==> config.mk <==
export PLATFORM = sky130hd
export DESIGN_NAME = multichannel_sipo_deserializer_flat
export DESIGN_NICKNAME = d
export VERILOG_FILES = /design/src/rtl/multichannel_sipo_deserializer_if.sv /design/src/rtl/multichannel_sipo_deserializer.sv /design/src/flat_wrapper.sv
export SDC_FILE = /design/constraint.sdc
export NUM_CORES = 1
export LEC_CHECK = 0
export ABC_AREA = 1
export BUFFER_PORTS_ARGS = -buffer_cell sky130_fd_sc_hd__buf_2
export CAP_MARGIN = 30
export CORE_MARGIN = 2
export CORE_UTILIZATION = 40
export DETAILED_ROUTE_END_ITERATION = 16
export PLACE_DENSITY = 0.59
export SLEW_MARGIN = 0
export SYNTH_ARGS = -nofsm -noshare
export SYNTH_HDL_FRONTEND = slang
export SYNTH_SLANG_ARGS = --single-unit
==> constraint.sdc <==
create_clock -name clk -period 2.55 [get_ports clk]
set_input_delay 0.3825 -clock clk [delete_from_list [all_inputs] [get_ports clk]]
set_output_delay 0.3825 -clock clk [all_outputs]
set_load 0.05 [all_outputs]
==> src/rtl/multichannel_sipo_deserializer_if.sv <==
// Bundle that connects the serial bit stream and the word handshake of the deserializer.
// The master side drives bits and ready. The slave side (the deserializer) returns framed words.
interface multichannel_sipo_deserializer_if #(
    parameter int WIDTH = 8,
    parameter int CW    = 1
);
    logic             enable;
    logic             serial_in;
    logic             frame_sync;
    logic             output_ready;
    logic [WIDTH-1:0] out_word;
    logic [CW-1:0]    out_channel;
    logic             output_valid;
    logic             overrun;
    logic             sync_error;

    modport master (
        output enable, serial_in, frame_sync, output_ready,
        input  out_word, out_channel, output_valid, overrun, sync_error
    );

    modport slave (
        input  enable, serial_in, frame_sync, output_ready,
        output out_word, out_channel, output_valid, overrun, sync_error
    );
endinterface

==> src/rtl/multichannel_sipo_deserializer.sv <==
// Framed serial-to-parallel deserializer that produces WIDTH-bit words for CHANNELS interleaved channels.
// state    | meaning
// ST_HUNT  | waiting for the first frame_sync; incoming bits are dropped
// ST_SHIFT | assembling words; frame_sync realigns to bit 0 of channel 0
module multichannel_sipo_deserializer #(
    parameter int WIDTH        = 8,
    parameter int CHANNELS     = 2,
    parameter int MSB_FIRST    = 0,
    parameter int REQUIRE_SYNC = 1
) (
    input  logic clk,
    input  logic rstn,
    multichannel_sipo_deserializer_if.slave bus
);
    localparam int CW = (CHANNELS > 1) ? $clog2(CHANNELS) : 1;
    localparam int BW = (WIDTH > 1) ? $clog2(WIDTH) : 1;

    typedef enum logic {ST_HUNT, ST_SHIFT} state_t;

    localparam state_t RESET_STATE = (REQUIRE_SYNC != 0) ? ST_HUNT : ST_SHIFT;

    state_t           state_q;
    logic [WIDTH-1:0] sr_q;
    logic [WIDTH-1:0] sr_d;
    logic [BW-1:0]    bit_cnt_q;
    logic [CW-1:0]    ch_cnt_q;
    logic [WIDTH-1:0] out_q;
    logic [CW-1:0]    out_ch_q;
    logic             valid_q;
    logic             overrun_q;
    logic             sync_err_q;

    always_comb begin
        sr_d = sr_q;
        if (MSB_FIRST != 0) sr_d = {sr_q[WIDTH-2:0], bus.serial_in};
        else                sr_d = {bus.serial_in, sr_q[WIDTH-1:1]};
    end

    always_ff @(posedge clk or negedge rstn) begin
        if (!rstn) begin
            state_q    <= RESET_STATE;
            sr_q       <= '0;
            bit_cnt_q  <= '0;
            ch_cnt_q   <= '0;
            out_q      <= '0;
            out_ch_q   <= '0;
            valid_q    <= 1'b0;
            overrun_q  <= 1'b0;
            sync_err_q <= 1'b0;
        end else begin
            overrun_q  <= 1'b0;
            sync_err_q <= 1'b0;
            if (valid_q && bus.output_ready) valid_q <= 1'b0;
            case (state_q)
                ST_HUNT: begin
                    if (bus.enable && bus.frame_sync) begin
                        sr_q      <= sr_d;
                        bit_cnt_q <= BW'(1);
                        ch_cnt_q  <= '0;
                        state_q   <= ST_SHIFT;
                    end
                end
                ST_SHIFT: begin
                    if (bus.enable) begin
                        sr_q <= sr_d;
                        // Misaligned sync drops the partial word; stale bits age out before the next completion.
                        if (bus.frame_sync && (bit_cnt_q != '0 || ch_cnt_q != '0)) begin
                            sync_err_q <= 1'b1;
                            bit_cnt_q  <= BW'(1);
                            ch_cnt_q   <= '0;
                        end else if (bit_cnt_q == BW'(WIDTH - 1)) begin
                            out_q     <= sr_d;
                            out_ch_q  <= ch_cnt_q;
                            valid_q   <= 1'b1;
                            overrun_q <= valid_q && !bus.output_ready;
                            bit_cnt_q <= '0;
                            ch_cnt_q  <= (ch_cnt_q == CW'(CHANNELS - 1)) ? '0 : ch_cnt_q + CW'(1);
                        end else begin
                            bit_cnt_q <= bit_cnt_q + BW'(1);
                        end
                    end
                end
                default: state_q <= RESET_STATE;
            endcase
        end
    end

    assign bus.out_word     = out_q;
    assign bus.out_channel  = out_ch_q;
    assign bus.output_valid = valid_q;
    assign bus.overrun      = overrun_q;
    assign bus.sync_error   = sync_err_q;
endmodule

==> src/flat_wrapper.sv <==
// flat-port wrapper written by rule: the top's interface ports become plain ports
module multichannel_sipo_deserializer_flat 
#(
    parameter int WIDTH        = 8,
    parameter int CHANNELS     = 2,
    parameter int MSB_FIRST    = 0,
    parameter int REQUIRE_SYNC = 1
)
  (clk, rstn, bus_enable, bus_serial_in, bus_frame_sync, bus_output_ready, bus_out_word, bus_out_channel, bus_output_valid, bus_overrun, bus_sync_error);
  multichannel_sipo_deserializer_if #(.WIDTH(WIDTH), .CW((1))) bus_i ();
  input  logic clk;
  input  logic rstn;
  input wire logic [$bits(bus_i.enable)-1:0] bus_enable;
  input wire logic [$bits(bus_i.serial_in)-1:0] bus_serial_in;
  input wire logic [$bits(bus_i.frame_sync)-1:0] bus_frame_sync;
  input wire logic [$bits(bus_i.output_ready)-1:0] bus_output_ready;
  output wire logic [$bits(bus_i.out_word)-1:0] bus_out_word;
  output wire logic [$bits(bus_i.out_channel)-1:0] bus_out_channel;
  output wire logic [$bits(bus_i.output_valid)-1:0] bus_output_valid;
  output wire logic [$bits(bus_i.overrun)-1:0] bus_overrun;
  output wire logic [$bits(bus_i.sync_error)-1:0] bus_sync_error;
  assign bus_i.enable = bus_enable;
  assign bus_i.serial_in = bus_serial_in;
  assign bus_i.frame_sync = bus_frame_sync;
  assign bus_i.output_ready = bus_output_ready;
  assign bus_out_word = bus_i.out_word;
  assign bus_out_channel = bus_i.out_channel;
  assign bus_output_valid = bus_i.output_valid;
  assign bus_overrun = bus_i.overrun;
  assign bus_sync_error = bus_i.sync_error;
  multichannel_sipo_deserializer #(.WIDTH(WIDTH), .CHANNELS(CHANNELS), .MSB_FIRST(MSB_FIRST), .REQUIRE_SYNC(REQUIRE_SYNC)) u_core (.clk(clk), .rstn(rstn), .bus(bus_i));
endmodule
==> impl_results.md, run 1 <==
- Initial antenna violation count: 0
- Post CTS Setup Buffer Count: 0
- DRC: 0
- Worst-path cell chain: ha_1 > ha_1 > inv_1 > nor2_8 > nand2_4 > nand2_1 > nand2_1
- Site Rows: 18
- Cells after Synth: 122
- Drt first-iter violations: 17
- FF/Latch Area: 600.6 um2
- Synth Area per Inst: 8.892 um2
- CP arrival: 1.61 ns
- RSZ-0062 raised after global routing: no
- Clk Latency, worst-skew pair: 0.31 ns
- Pleak: 0.7426 nW
- CTS Sinks: 24
- Cell Pwr Density: 965.3 nW/um2
- Final min period: 1.399 ns
- Area of the multi-input gates: 431.7 um2
- CP Capture Type: flop
- WS Path Type: flop to flop
- Delay of the slowest cell on the worst path: 0.41 ns
- DR vias/cell: 4.680
- WL per Instance: 10.74 um
- Combinational fraction of design power: 38.8%
- Fin. max-slew vios: 0
- Num CTS Buffers: 3
- Sw Ratio: 42.98%
- Ports: 18
- Clock transition at path regs: 0.13 ns
- Clock Power Share: 16.4%
- Core Box Area: 2522 um2
- Startpoint Class: flop
- Syn nets: 132
- Filler cell count: 252
- GPL Wtd Cong: 0.8122
- Largest net degree at the start of global routing: 25
- Sequential share of power: 44.8%
- Crit share post-route: 54.86%
- Global-route wire length before repair: 3.298 mm
- Max Buffers Root-to-Sink: 2
- Yosys warning count: 0
- Max-slew headroom: 64.72%
- ANT cells: 0
- Layout net count: 153
- H-Tree Depth: 1
- Share of post-route cells with drive strength above 1: 20.42%
- Flop and latch count out of synthesis: 24
- Vias in the first global route: 763
- Worst Path Required: 2.77 ns
- Crit path max fanout: 10
- Post-DRT Antenna Nets: 0
- CP max stage cell: dfrtp_1
- Syn-to-layout area delta: 13.61%
- Switching pwr: 511.3 uW
- Drt pass-1 iters: 4
- Final Core Density: 48.86%
- Min-Delay Path Class: primary input to asynchronous set/reset pin
- Total negative slack: 0 ns
- Status: finished clean
- Fin. Hold Viols: 0
- Routed vias: 805
- Gates resized, CTS repair: 0
- Worst Max-Slew Pin Slew: 0.5292 ns
- Initial Util: 43.01%
- Int Pwr: 678.4 uW
- Clk_skew: 0.005791 ns
- Mapped cell area: 1085 um2
- Count of different cell masters after synthesis: 15
- Die Width: 56.08 um
- Max Freq: 714.9 MHz
- Gr ovfl total: 0
- CTS root buf: clkbuf_4
- Die area: 3144 um2
- Cts hold-fix bufs: 0
- Peak supply drop: 0.5484 mV
- Total power: 1.190 mW
- Port buffer count: 17
- CTS tree: built
- Register area share after synthesis: 55.36%
- Reg2reg path depth: 7
- Max Cap Viol: 0
- Post-DP HPWL: 1.395 mm
- Global-route usage over all layers: 13.35%
- Endpoints failing setup: 0
- Die Height: 56.08 um
- DRT Wirelength: 1.847 mm
-- Yosys cell counts, drive strengths merged --
cell type	instances	area, um2
o21ai	2	13.76
nand3	16	80.08
dfrtp	24	600.6
nand2	52	220.2
nor2	11	60.06
a21boi	1	7.510
buf	1	11.26
inv	11	41.29
ha	4	50.05
-- stage by stage --
| step | area, um2 | hold WS [ns] | setup slack [ns] | cells |
|---|---|---|---|---|
| 2_1_floorplan | 1085 | 0.08691 | 1.257 | 122 |
| 5_1_grt | 1232 | 0.05049 | 1.013 | 172 |
| 4_1_cts | 1232 | 0.03941 | 1.144 | 172 |
| 3_5_place_dp | 1196 | 0.3962 | 1.156 | 168 |
| 6_report | 1232 | 0.03324 | 1.151 | 172 |
| 3_3_place_gp | 1196 | 0.3891 | 1.220 | 168 |
-- cells in the final DEF (no fill, tap or decap), types with 3 or more instances in the layout --
master	instances
nand2_4	3
nor2_1	9
dfrtp_1	24
buf_2	17
clkbuf_4	3
nand2_1	48
inv_1	10
ha_1	4
nand3_1	16
-- power groups by stage --
stage	registers, mW	logic (mW)	clock network (mW)
3_5_place_dp	0.542	0.467	0
4_1_cts	0.533	0.468	0.207
6_report	0.534	0.461	0.195
2_1_floorplan	0.705	0.197	0
5_1_grt	0.546	0.508	0.225
3_3_place_gp	0.539	0.455	0
-- logic make-up (layout without fill, tap and decap cells) --
kind of cell | Yosys count | after routing | share of synthesized area (%)
buffers and inverters | 12 | 32 | 4.844
AND/OR/NAND/NOR | 79 | 79 | 33.22
adder cells (fa/ha/maj) | 4 | 4 | 4.614
flip-flops | 24 | 24 | 55.36
AO/OA/AOI/OAI | 3 | 3 | 1.961
-- worst max-delay path, delay by kind of cell, from the launching register on --
kind                       cells  cell delay, ns
and+or+nand+nor                4            0.43
DFF                            1            0.41
adders and majority gates      2            0.37
buffers and inverters          1            0.09
-- cell type report --
cell class / instances / area share [%]
clock buffers: 4 / 2.944
inverters: 11 / 3.350
multi-input cells: 86 / 35.03
flip-flops and latches: 24 / 48.73
well taps: 30 / 3.046
repair buffers: 17 / 6.904
-- routing by layer --
layer / global-route usage, % / vias to the layer above / share of wire (%)
li1: - / 418 / -
met1: 17.73 / 361 / 51
met2: 20.84 / 24 / 43
met3: 2.791 / 2 / 5.7
met4: 6.122 / 0 / 0.65
met5: 0 / - / 0
-- sequential cells by signal, indices dropped and copies added (netlist names) --
signal and count:
u_core.bus.sync_error 1, u_core.bus.out_word 8, u_core.bus.out_channel 1, u_core.bus.output_valid 1
u_core.state_q 1, u_core.bit_cnt_q 3, u_core.bus.overrun 1, u_core.ch_cnt_q 1
u_core.sr_q 7
-- worst paths after layout --
path	start	to	slack, ns
setup / recovery	u_core.bit_cnt_q[0]	u_core.bus.out_word[2]	1.15
hold / removal	rstn	u_core.bus.out_word[5]	0.03
setup reg to reg	u_core.bit_cnt_q[0]	u_core.bus.out_word[2]	1.15
hold reg to reg	u_core.bus.out_word[0]	u_core.bus.out_word[0]	0.48
max in group asynchronous	rstn	u_core.bit_cnt_q[2]	2.16
min in group clk	bus_serial_in	u_core.sr_q[7]	0.30
(Power assumes the default switching activity.)
==> run 2, diff against run 1 <==
--- a/config.mk
+++ b/config.mk
@@ -11,7 +11,7 @@
 export CORE_MARGIN = 2
 export CORE_UTILIZATION = 40
 export DETAILED_ROUTE_END_ITERATION = 16
-export PLACE_DENSITY = 0.59
+export PLACE_DENSITY = 0.61
 export SLEW_MARGIN = 0
 export SYNTH_ARGS = -nofsm -noshare
 export SYNTH_HDL_FRONTEND = slang
==> constraint.sdc (replaced) <==
create_clock -name clk -period 1.1 [get_ports clk]
set_input_delay 0.165 -clock clk [delete_from_list [all_inputs] [get_ports clk]]
set_output_delay 0.165 -clock clk [all_outputs]
set_load 0.05 [all_outputs]
==> impl_results.md, run 2 (same netlist as run 1, synthesis figures left out) <==
- Status: finished, violations left (was finished clean)
- Failing checks: setup timing
- DR vias/cell: 4.921 (was 4.680)
- Die area: 3144 um2 (unchanged)
- WS Path Type: flop to flop (unchanged)
- Die Height: 56.08 um (unchanged)
- Buf/Inv on CP: 3 (was 1)
- Commonest cells after routing, fill and taps aside: nand2_1 (44), dfrtp_1 (24), buf_6 (13), buf_4 (13), nand3_1 (11) (was nand2_1 (48), dfrtp_1 (24), buf_2 (17))
- Post-DRT Antenna Nets: 0 (unchanged)
- Clk Latency, worst-skew pair: 0.31 ns (about the same)
- Fin. Hold Viols: 0 (unchanged)
- Drt pass-1 iters: 4 (unchanged)
- Crit path max fanout: 6 (was 10)
- Crit share post-route: 114.0% (was 54.86%)
- Port buffer count: 17 (unchanged)
- Initial Util: 43.01% (unchanged)
- Startpoint Class: flop (unchanged)
- CP most frequent cell: buf_6
- Clk_skew: 0.008355 ns (was 0.005791 ns)
- Largest net degree at the start of global routing: 25 (unchanged)
- Die Width: 56.08 um (unchanged)
- WL per Instance: 12.34 um (was 10.74 um)
- Min-Delay Path Class: primary input to flop (was primary input to asynchronous set/reset pin)
- Num CTS Buffers: 3 (unchanged)
- Sequential share of power: 34.5% (was 44.8%)
- Worst-path cell chain: buf_6 > inv_4 > ha_4 > nand2_4 > nand2_8 > buf_6 > nand3_2 > nand2_1 (was ha_1 > ha_1 > inv_1 > nor2_8 > nand2_4 > nand2_1 > nand2_1)
- Clock Power Share: 16.8% (was 16.4%)
- Syn-to-layout area delta: 45.91% (was 13.61%)
- Combinational fraction of design power: 48.7% (was 38.8%)
- H-Tree Depth: 1 (unchanged)
- Reg2Reg Launch Point: u_core.bit_cnt_q[0] (unchanged)
- Critical R2R Capture: u_core.bit_cnt_q[1] (was u_core.bus.out_word[2])
- CTS root buf: clkbuf_4 (unchanged)
- Core Box Area: 2522 um2 (unchanged)
- RSZ-0062 raised after global routing: yes (was no)
- Worst Max-Slew Pin Slew: 0.5189 ns (was 0.5292 ns)
- Cell Pwr Density: 2348 nW/um2 (was 965.3 nW/um2)
- Routed vias: 935 (was 805)
- Initial antenna violation count: 0 (unchanged)
- GPL Wtd Cong: 0.7717 (was 0.8122)
- CTS tree: built (unchanged)
- R2R setup slack: -0.15 ns (was 1.15 ns)
- ANT cells: 0 (unchanged)
- Worst Path Required: 1.31 ns (was 2.77 ns)
- Sw Ratio: 39.87% (was 42.98%)
- Global-route wire length before repair: 4.015 mm (was 3.298 mm)
- Max Cap Viol: 0 (unchanged)
- Clock transition at path regs: 0.13 ns (about the same)
- CP arrival: 1.47 ns (was 1.61 ns)
- Final min period: 1.254 ns (was 1.399 ns)
- Endpoints failing setup: 15 (was 0)
- Hold Worst Slack: 0.1074 ns (was 0.03324 ns)
- Int Pwr: 2.235 mW (was 678.4 uW)
- CP max stage cell: dfrtp_1 (unchanged)
- Drt first-iter violations: 19 (was 17)
- Hold endpoint: u_core.sr_q[7]
- DRC: 0 (unchanged)
- Final Core Density: 62.75% (was 48.86%)
- Max-slew headroom: 65.40% (was 64.72%)
- Delay of the slowest cell on the worst path: 0.42 ns (was 0.41 ns)
- Max Buffers Root-to-Sink: 2 (unchanged)
- Hold Path Stages: 3
- Max FFs per register: 8 (unchanged)
- Post-DP HPWL: 1.480 mm (was 1.395 mm)
- Peak supply drop: 1.800 mV (was 0.5484 mV)
- Filler cell count: 220 (was 252)
- Worst path top cell family by delay: flip-flops (was simple AND/OR/NAND/NOR gates)
- CTS Sinks: 24 (unchanged)
- DRT Wirelength: 2.344 mm (was 1.847 mm)
- Gr ovfl total: 0 (unchanged)
- Ports: 18 (unchanged)
- CP Capture Type: flop (unchanged)
- Hold Startpoint: bus_serial_in
- Vias in the first global route: 907 (was 763)
- Fin. max-slew vios: 0 (unchanged)
- WP depth: 8 (was 7)
- Worst setup margin: -0.1542 ns (was 1.151 ns)
- Max Freq: 797.3 MHz (was 714.9 MHz)
- Share of post-route cells with drive strength above 1: 40.00% (was 20.42%)
- Global-route usage over all layers: 16.15% (was 13.35%)
- Layout net count: 171 (was 153)
- Switching pwr: 1.481 mW (was 511.3 uW)
- Reg2reg path depth: 8 (was 7)
- Site Rows: 18 (unchanged)
- Most common cell after layout, fill and taps aside: nand2_1 (unchanged)
- Pleak: 0.8551 nW (was 0.7426 nW)
## run 2: changes by cell type in the layout (fill, tap and decap cells not counted), moves of 3 or more
cell,before,now
buf_4,0,13
buf_2,17,5
nand3_1,16,11
ha_1,4,0
buf_6,0,13
nand3_2,0,5
inv_1,10,7
nand2_1,48,44
ha_4,0,3
nand2_2,1,4
inv_4,0,3
## run 2: area by class of cell
cell class                 instances  area (um2)  area share, %
sequential                        24       600.6          37.94
multi-input combinational         89       559.3          35.34
timing repair buffer              32       279.0          17.63
inverter                          11       53.80          3.399
tap                               30       37.54          2.372
clock inverter                     1       30.03          1.897
clock buffer                       3       22.52          1.423
## run 2: power by group through the flow
stage / sequential (mW) / clock [mW] / combinational [mW]
after detailed placement: 1.25 / 0 / 1.16
final: 1.28 / 0.625 / 1.81
after CTS: 1.24 / 0.637 / 1.48
after global placement: 1.25 / 0 / 1.14
after floorplan: 1.64 / 0 / 0.474
after global routing: 1.31 / 0.691 / 1.96
## run 2: layer usage
metal / vias to the layer above / global-route usage, % / part of all wire [%]
met5: - / 0 / 0
met4: 0 / 5.102 / 0.55
met3: 2 / 2.791 / 3.2
met2: 18 / 27.39 / 52
met1: 451 / 20.89 / 44
li1: 464 / - / -
## run 2: stage by stage
| step | std cells | worst slack (ns) | total power [mW] | area (um2) | TNS [ns] |
|---|---|---|---|---|---|
| finish | 190 | -0.1542 | 3.716 | 1583 | -1.990 |
| global route | 190 | -0.2382 | 3.964 | 1583 | -3.156 |
| CTS | 183 | -0.1752 | 3.352 | 1414 | -2.283 |
| detailed placement | 172 | -0.2236 | 2.412 | 1231 | -2.673 |
| global placement | 172 | -0.1740 | 2.389 | 1231 | -2.081 |
| floorplan | 122 | -0.1317 | 2.109 | 1090 | -1.427 |
## run 2: repair_timing
action	in CTS	in global routing
resized for setup	20	35
gates cloned	3	0
endpoints found under the hold margin	24	0
pin swaps	8	10
endpoints found under the setup margin	25	32
buffers inserted	3	7
hold buffers	1	0
## run 2: worst register-to-register path: stages (launching register included)
cell and delay (ns):
dfrtp_1 0.42, buf_6 0.13, inv_4 0.03, ha_4 0.15, nand2_4 0.10, nand2_8 0.09
buf_6 0.14, nand3_2 0.05, nand2_1 0.05
## run 2: worst max-delay path by stage
stage                              startpoint                endpoint
final                     u_core.bit_cnt_q[0]     u_core.bit_cnt_q[1]
after global routing      u_core.bit_cnt_q[1]     u_core.bit_cnt_q[1]
after CTS                 u_core.bit_cnt_q[1]  u_core.bus.out_channel
after detailed placement  u_core.bit_cnt_q[0]  u_core.bus.out_channel
after global placement    u_core.bit_cnt_q[0]  u_core.bus.out_word[3]
after floorplan           u_core.bit_cnt_q[0]  u_core.bus.out_channel
